<file path="config.mk">
export PLATFORM = sky130hd
export DESIGN_NAME = pipelined_cla_adder_flat
export DESIGN_NICKNAME = d
export VERILOG_FILES = /design/src/rtl/pipelined_cla_adder_if.sv /design/src/rtl/pipelined_cla_adder.sv /design/src/flat_wrapper.sv
export SDC_FILE = /design/constraint.sdc
export NUM_CORES = 1
export LEC_CHECK = 0
export ABC_AREA = 1
export CAP_MARGIN = 20
export CORE_MARGIN = 5
export CORE_UTILIZATION = 45
export DETAILED_ROUTE_END_ITERATION = 10
export PLACE_DENSITY = 0.7
export SLEW_MARGIN = 5
export SYNTH_ARGS = -nofsm -noshare
export SYNTH_HDL_FRONTEND = slang
export SYNTH_SLANG_ARGS = --single-unit
</file>
<file path="constraint.sdc">
create_clock -name clk -period 2.3 [get_ports clk]
set_clock_uncertainty 0.1 [all_clocks]
set_input_delay 0.46 -clock clk [delete_from_list [all_inputs] [get_ports clk]]
set_output_delay 0.46 -clock clk [all_outputs]
set_load 0.05 [all_outputs]
</file>
<file path="src/rtl/pipelined_cla_adder_if.sv">
// Operand/result handshake bundle for pipelined_cla_adder.
// CLA_OVERFLOW_FLAG_EN adds the signed-overflow flag ovf.
interface pipelined_cla_adder_if #(
    parameter int WIDTH = 6
);
    logic             in_valid;
    logic             in_ready;
    logic [WIDTH-1:0] a;
    logic [WIDTH-1:0] b;
    logic             cin;
    logic             sub;
    logic             out_valid;
    logic             out_ready;
    logic [WIDTH-1:0] sum;
    logic             cout;
`ifdef CLA_OVERFLOW_FLAG_EN
    logic             ovf;

    modport master (
        output in_valid, a, b, cin, sub, out_ready,
        input  in_ready, out_valid, sum, cout, ovf
    );

    modport slave (
        input  in_valid, a, b, cin, sub, out_ready,
        output in_ready, out_valid, sum, cout, ovf
    );
`else
    modport master (
        output in_valid, a, b, cin, sub, out_ready,
        input  in_ready, out_valid, sum, cout
    );

    modport slave (
        input  in_valid, a, b, cin, sub, out_ready,
        output in_ready, out_valid, sum, cout
    );
`endif
endinterface

</file>
<file path="src/rtl/pipelined_cla_adder.sv">
// Two-stage pipelined carry-lookahead adder/subtractor with valid/ready flow control.
// Optional macro CLA_OVERFLOW_FLAG_EN registers a signed-overflow flag next to sum.
module pipelined_cla_adder #(
    parameter int WIDTH   = 6,
    parameter int GROUP_W = 3
) (
    input  logic                 clk,
    input  logic                 rst_n,
    pipelined_cla_adder_if.slave bus
);
    localparam int NG       = (WIDTH + GROUP_W - 1) / GROUP_W;
    localparam int LAST_LEN = WIDTH - (NG - 1) * GROUP_W;

    logic [WIDTH-1:0] g_q, p_q, h_q;
    logic             c0_q;
    logic             s1_valid_q;
    logic             out_valid_q;
    logic [WIDTH-1:0] sum_q;
    logic             cout_q;

    logic [WIDTH-1:0] bb;
    logic             c0;
    logic             s1_adv;
    logic             in_ready;
    logic             accept;
    logic [WIDTH-1:0] sum_d;
    logic             cout_d;

    assign bb     = bus.sub ? ~bus.b : bus.b;
    assign c0     = bus.sub | bus.cin;
    assign s1_adv = s1_valid_q & (~out_valid_q | bus.out_ready);
    assign in_ready = ~s1_valid_q | s1_adv;
    assign accept = bus.in_valid & in_ready;

    // Each group computes all its internal carries directly from g/p and the
    // group carry-in; only the group carry-outs chain from group to group.
    genvar gi;
    generate
        for (gi = 0; gi < NG; gi++) begin : g_grp
            localparam int BASE = gi * GROUP_W;
            localparam int LEN  = (WIDTH - BASE < GROUP_W) ? (WIDTH - BASE) : GROUP_W;

            logic           cin_g;
            logic [LEN:0]   cc;
            logic           term;
            logic           pp;

            if (gi == 0) begin : g_first
                assign cin_g = c0_q;
            end else begin : g_next
                assign cin_g = g_grp[gi-1].cc[GROUP_W];
            end

            always_comb begin
                cc    = '0;
                term  = 1'b0;
                pp    = 1'b1;
                cc[0] = cin_g;
                for (int j = 0; j < LEN; j++) begin
                    term = 1'b0;
                    pp   = 1'b1;
                    for (int m = j; m >= 0; m--) begin
                        term = term | (g_q[BASE+m] & pp);
                        pp   = pp & p_q[BASE+m];
                    end
                    cc[j+1] = term | (pp & cin_g);
                end
            end

            assign sum_d[BASE +: LEN] = h_q[BASE +: LEN] ^ cc[LEN-1:0];
        end
    endgenerate

    assign cout_d = g_grp[NG-1].cc[LAST_LEN];

    always_ff @(posedge clk or negedge rst_n) begin
        if (!rst_n) begin
            g_q         <= '0;
            p_q         <= '0;
            h_q         <= '0;
            c0_q        <= 1'b0;
            s1_valid_q  <= 1'b0;
            out_valid_q <= 1'b0;
            sum_q       <= '0;
            cout_q      <= 1'b0;
        end else begin
            if (accept) begin
                g_q        <= bus.a & bb;
                p_q        <= bus.a | bb;
                h_q        <= bus.a ^ bb;
                c0_q       <= c0;
                s1_valid_q <= 1'b1;
            end else if (s1_adv) begin
                s1_valid_q <= 1'b0;
            end

            if (s1_adv) begin
                out_valid_q <= 1'b1;
                sum_q       <= sum_d;
                cout_q      <= cout_d;
            end else if (out_valid_q & bus.out_ready) begin
                out_valid_q <= 1'b0;
            end
        end
    end

`ifdef CLA_OVERFLOW_FLAG_EN
    logic ovf_q;
    logic ovf_d;

    // Carry into the MSB differing from carry out of it marks signed overflow.
    assign ovf_d = cout_d ^ g_grp[NG-1].cc[LAST_LEN-1];

    always_ff @(posedge clk or negedge rst_n) begin
        if (!rst_n) begin
            ovf_q <= 1'b0;
        end else if (s1_adv) begin
            ovf_q <= ovf_d;
        end
    end

    assign bus.ovf = ovf_q;
`endif

    assign bus.in_ready  = in_ready;
    assign bus.out_valid = out_valid_q;
    assign bus.sum       = sum_q;
    assign bus.cout      = cout_q;
endmodule

</file>
<file path="src/flat_wrapper.sv">
// flat-port wrapper written by rule: the top's interface ports become plain ports
module pipelined_cla_adder_flat 
#(
    parameter int WIDTH   = 6,
    parameter int GROUP_W = 3
)
  (clk, rst_n, bus_in_valid, bus_a, bus_b, bus_cin, bus_sub, bus_out_ready, bus_in_ready, bus_out_valid, bus_sum, bus_cout);
  pipelined_cla_adder_if #(.WIDTH(WIDTH)) bus_i ();
  input  logic clk;
  input  logic rst_n;
  input wire logic [$bits(bus_i.in_valid)-1:0] bus_in_valid;
  input wire logic [$bits(bus_i.a)-1:0] bus_a;
  input wire logic [$bits(bus_i.b)-1:0] bus_b;
  input wire logic [$bits(bus_i.cin)-1:0] bus_cin;
  input wire logic [$bits(bus_i.sub)-1:0] bus_sub;
  input wire logic [$bits(bus_i.out_ready)-1:0] bus_out_ready;
  output wire logic [$bits(bus_i.in_ready)-1:0] bus_in_ready;
  output wire logic [$bits(bus_i.out_valid)-1:0] bus_out_valid;
  output wire logic [$bits(bus_i.sum)-1:0] bus_sum;
  output wire logic [$bits(bus_i.cout)-1:0] bus_cout;
  assign bus_i.in_valid = bus_in_valid;
  assign bus_i.a = bus_a;
  assign bus_i.b = bus_b;
  assign bus_i.cin = bus_cin;
  assign bus_i.sub = bus_sub;
  assign bus_i.out_ready = bus_out_ready;
  assign bus_in_ready = bus_i.in_ready;
  assign bus_out_valid = bus_i.out_valid;
  assign bus_sum = bus_i.sum;
  assign bus_cout = bus_i.cout;
  pipelined_cla_adder #(.WIDTH(WIDTH), .GROUP_W(GROUP_W)) u_core (.clk(clk), .rst_n(rst_n), .bus(bus_i));
endmodule
</file>
# Word-level counts from Yosys, hierarchy flattened
# Cells that the tools add are included.
dict set report op_classes {
  muxes 5
  n_bitwise 44
  n_reduce_logical 2
}
# op n
set ops {}
lappend ops {{1-bit bitwise AND} 21}
lappend ops {{1-bit bitwise OR} 15}
lappend ops {{6-bit bitwise AND} 1}
lappend ops {{6-bit 2-to-1 mux} 1}
lappend ops {{6-bit NOT} 1}
lappend ops {{6-bit bitwise OR} 1}
lappend ops {{3-bit bitwise XOR} 2}
lappend ops {{6-bit bitwise XOR} 1}
lappend ops {{1-bit 2-to-1 mux} 4}
lappend ops {{2-bit nonzero test} 2}
lappend ops {{1-bit NOT} 2}
dict set report totals {
  regBits 28
  wordCells 59
}

# Logic depth before layout (Yosys ltp)
dict set report depth {
  ltp_word 7
  depth_mapped 9
}

# Worst setup path after synthesis
# Ideal clock, no wire load.
dict set report synth_path {
  path_type {register to register}
  from {register u_core.out_valid_q (netlist: u_core.bus.out_valid)}
  to {register u_core.s1_valid_q}
  setup_ps 131
  arrival_time_ps 1529
  slack_ps 541
  path_stages_with_launch 6
  path_buffers 2
  synth_period_minus_slack_ps 1759
  path_cell_list {dfrtp_1 -> nand3_2 -> nand2_1 -> buf_4 -> buf_6 -> nand2_1}
}
dict set report synth_between {
  elab_chain_cells 6
  word_cells_on_any_way 7
}
# item line
set synth_lines {}
lappend synth_lines {{start: declaration} pipelined_cla_adder.sv:17} ;# logic out_valid_q;
lappend synth_lines {{start signal: assignment} pipelined_cla_adder.sv:83} ;# out_valid_q <= 1'b0;
lappend synth_lines {{start signal: assignment} pipelined_cla_adder.sv:98} ;# out_valid_q <= 1'b1;
lappend synth_lines {{start signal: assignment} pipelined_cla_adder.sv:102} ;# out_valid_q <= 1'b0;
lappend synth_lines {{1-bit NOT (*)} pipelined_cla_adder.sv:31} ;# assign s1_adv = s1_valid_q & (~out_valid_q | bus.out_ready);
lappend synth_lines {{1-bit bitwise OR (*)} pipelined_cla_adder.sv:31}
lappend synth_lines {{1-bit bitwise AND (*)} pipelined_cla_adder.sv:31}
lappend synth_lines {{1-bit bitwise OR (*)} pipelined_cla_adder.sv:32} ;# assign in_ready = ~s1_valid_q | s1_adv;
lappend synth_lines {{named net bus_in_ready} flat_wrapper.sv:17} ;# output wire logic [$bits(bus_i.in_ready)-1:0] bus_in_ready;
lappend synth_lines {{1-bit bitwise AND (*)} pipelined_cla_adder.sv:33} ;# assign accept = bus.in_valid & in_ready;
lappend synth_lines {{1-bit 2-to-1 mux / 2-bit nonzero test (equally long branches)} n/a}
lappend synth_lines {{end signal: assignment} pipelined_cla_adder.sv:82} ;# s1_valid_q <= 1'b0;
lappend synth_lines {{end signal: assignment} pipelined_cla_adder.sv:92} ;# s1_valid_q <= 1'b1;
lappend synth_lines {{end signal: assignment} pipelined_cla_adder.sv:94} ;# s1_valid_q <= 1'b0;
lappend synth_lines {{end: declaration} pipelined_cla_adder.sv:16} ;# logic s1_valid_q;
# The timed path passes the listed nets; every way through them passes the cells marked *.
# A chain may end at the register's enable or synchronous reset.

# Worst setup path after layout
dict set report layout_path {
  from {register u_core.out_valid_q (netlist: u_core.bus.out_valid)}
  to {output bus_out_valid}
}
# item line
set layout_rtl {}
lappend layout_rtl {{end: declaration} flat_wrapper.sv:18} ;# output wire logic [$bits(bus_i.out_valid)-1:0] bus_out_valid;
# No word-level cell between the ends.

==> flow_metrics.py <==
metrics = {
    "status": {
        "status": "complete, no violations",
    },
    "finish": {
        "multi_input_area_um2": 624,
        "area_growth_pct": 24.2,
        "nNetsFinal": 226,
        "layout.core_utilization": 0.590,
        "fill_cells": 281,
        "insertedDiodeCount": 0,
        "drive_gt1_frac": 0.0718,
        "regArea_um2": 701,
    },
    "global_routing": {
        "overflow": 0,
        "antenna_found_initial": 0,
        "grt_pass1_wl_um": 4710,
        "grt_pass1_vias": 1099,
        "grt_use_total": 0.137,
        "grt_max_degree": 29,
    },
    "synth": {
        "synth_area_per_cell_um2": 8.65,
        "synth_nets": 199,
        "yosys_warnings": 0,
        "ys_seq_area_frac": 0.479,
        "netlist_area_um2": 1460,
        "ys_types": 19,
        "synth_xor_area_frac": 0.0539,
        "post_synth_and_or_nand_nor_area_fraction": 0.189,
        "synth_compound_area_frac": 0.0813,
        "synth_mux_area_frac": 0,
        "synth_cells": 169,
        "synth_top_family_by_area": "simple AND/OR/NAND/NOR gates",
        "synth-adder-area-share": 0.103,
        "ys_ff_latch": 28,
    },
    "worst_setup_path": {
        "r2r_slack_ns": 0.88,
        "cp-end-kind": "output port",
        "start_kind": "register",
        "worstPathRequired_ns": 1.74,
        "cpMaxStageDelayCell": "clkdlybuf4s50_1",
        "worst-path-max-fanout": 3,
        "crit_chain": "clkdlybuf4s50_1",
        "cpPeakStageDelay_ns": 0.82,
        "path_delay_family": "buffers and inverters",
        "crit_buf_inv": 1,
        "critPathKind": "reg -> out",
        "worstPathArrival_ns": 1.57,
    },
    "drt": {
        "ant_nets": 0,
        "wl_per_cell_um": 11.3,
        "vias": 1112,
        "first_pass_iters": 4,
        "drt_iter0_drc": 33,
        "drcViolationCount": 0,
        "vias_per_cell": 4.65,
        "drt-total-wl_um": 2710,
    },
    "die": {
        "initial_core_util": 0.475,
        "pin_count": 27,
        "die_w_um": 67.0,
        "fp.dieH_um": 67.0,
        "die-area_um2": 4490,
        "core_um2": 3080,
        "row_count": 20,
    },
    "cts": {
        "cts_tree": "yes",
        "cts-root-buf": "clkbuf_4",
        "clock-sinks": 28,
        "cts_resized": 0,
        "clkTransAtPathRegs_ns": 0.16,
        "post_cts_buffers": 0,
        "htreeDepth": 1,
        "clk_latency_ns": 0.34,
        "ctsHoldBuffers": 0,
        "clockBufferDepth": 2,
        "numCtsBuffers": 3,
    },
    "placement": {
        "portBuffers": 26,
        "dpl_worst_slack_ns": 0.243,
        "place_hpwl_um": 2030,
        "gp_congestion": 0.726,
    },
    "sta": {
        "tightest_slew_ns": 0.518,
        "clock.fmax_ghz": 0.470,
        "setup_violations": 0,
        "rsz0062_at_grt": "false",
        "hold_violations": 0,
        "min_period_over_period": 0.926,
        "timing.final.ws_setup_ns": 0.171,
        "setup_tns_ns": 0,
        "relSlewSlack": 0.654,
        "post-route-min-period_ns": 2.13,
        "drv_slew": 0,
    },
    "min_path": {
        "hold_class": "in -> async",
    },
    "run": {
        "cap_violations": 0,
    },
    "power_and_ir_drop": {
        "powerDensity_nw_per_um2": 915,
        "power_leakage_uw": 0.000933,
        "peakVddDrop_mv": 0.341,
    },
}
-- per-layer routing --
layer	up-vias	GRT usage	part of all wire
li1	570	-	-
met1	507	0.171	0.46
met2	30	0.236	0.46
met3	5	0.0101	0.058
met4	0	0.0684	0.021
met5	-	0	0
-- layout make-up --
type | instances | area share
Clock buffer | 3 | 0.0124
Tap cell | 44 | 0.0303
Clock inverter | 1 | 0.0165
Timing Repair Buffer | 28 | 0.157
Inverter | 26 | 0.0538
Multi-Input combinational cell | 109 | 0.344
Sequential cell | 28 | 0.386
-- final timing paths --
check / start / to / cells after the start
worst max-delay path: u_core.bus.out_valid / bus_out_valid / 1
worst min register to register: u_core.bus.sum[5] / u_core.bus.sum[5] / 2
worst min-delay path: rst_n / u_core.s1_valid_q / 2
min in group clk: u_core.bus.sum[5] / u_core.bus.sum[5] / 2
worst max register to register: u_core.bus.out_valid / u_core.h_q[2] / 5
max in group asynchronous: rst_n / u_core.h_q[2] / 2
-- registers in the layout, summed over array words and instances (netlist names) --
name                  cells
u_core.bus.sum            6
u_core.g_q                6
u_core.h_q                6
u_core.p_q                6
u_core.bus.cout           1
u_core.bus.out_valid      1
u_core.c0_q               1
u_core.s1_valid_q         1
-- report_power, final --
part | internal (µW) | switching, µW | leakage [µW]
clock | 176 | 153 | 0.0000279
combinational | 236 | 420 | 0.000566
sequential | 607 | 69.4 | 0.000339
-- synth_stat cells --
| library cell | instances | area (µm²) |
|---|---|---|
| nand2_1 | 50 | 188 |
| dfrtp_1 | 28 | 701 |
| inv_1 | 26 | 97.6 |
| o21ai_0 | 13 | 65.1 |
| ha_1 | 12 | 150 |
| xnor2_1 | 7 | 61.3 |
| nand2_2 | 5 | 31.3 |
| nand3_1 | 5 | 25.0 |
| o21ai_1 | 5 | 25.0 |
| buf_2 | 4 | 20.0 |
| a21oi_1 | 3 | 15.0 |
| nor2_1 | 3 | 11.3 |
| xor2_1 | 2 | 17.5 |
| a211oi_1 | 1 | 7.51 |
| a31oi_1 | 1 | 6.26 |
| buf_4 | 1 | 7.51 |
| buf_6 | 1 | 11.3 |
| nand2_4 | 1 | 11.3 |
| nand3_2 | 1 | 10.0 |
-- metrics by stage --
step / std cells / hold WS [ns] / power, µW / cell area (µm²)
2_1_floorplan: 169 / 0.0644 / 1120 / 1460
3_3_place_gp: 235 / 0.361 / 1330 / 1760
3_5_place_dp: 235 / 0.365 / 1350 / 1760
4_1_cts: 239 / 0.379 / 1670 / 1820
5_1_grt: 239 / 0.386 / 1770 / 1820
6_report: 239 / 0.371 / 1660 / 1820
-- logic make-up after synthesis --
logic type / after synthesis
buffers and inverters: 32
adder cells (fa/ha/maj): 12
flip-flops: 28
AND/OR/NAND/NOR: 65
AO/OA/AOI/OAI: 23
XOR/XNOR: 9
-- layout by cell type (no fill, tap or decap), drive strengths merged --
| master | count |
|---|---|
| a211oi | 1 |
| clkbuf | 3 |
| a21oi | 3 |
| o21ai | 18 |
| bufinv | 1 |
| inv | 26 |
| dfrtp | 28 |
| ha | 12 |
| nand3 | 6 |
| clkdlybuf4s50 | 25 |
| xor2 | 2 |
| a31oi | 1 |
| buf | 3 |
| nand2 | 56 |
| xnor2 | 7 |
| nor2 | 3 |
Power figures use the tool's default switching activity.
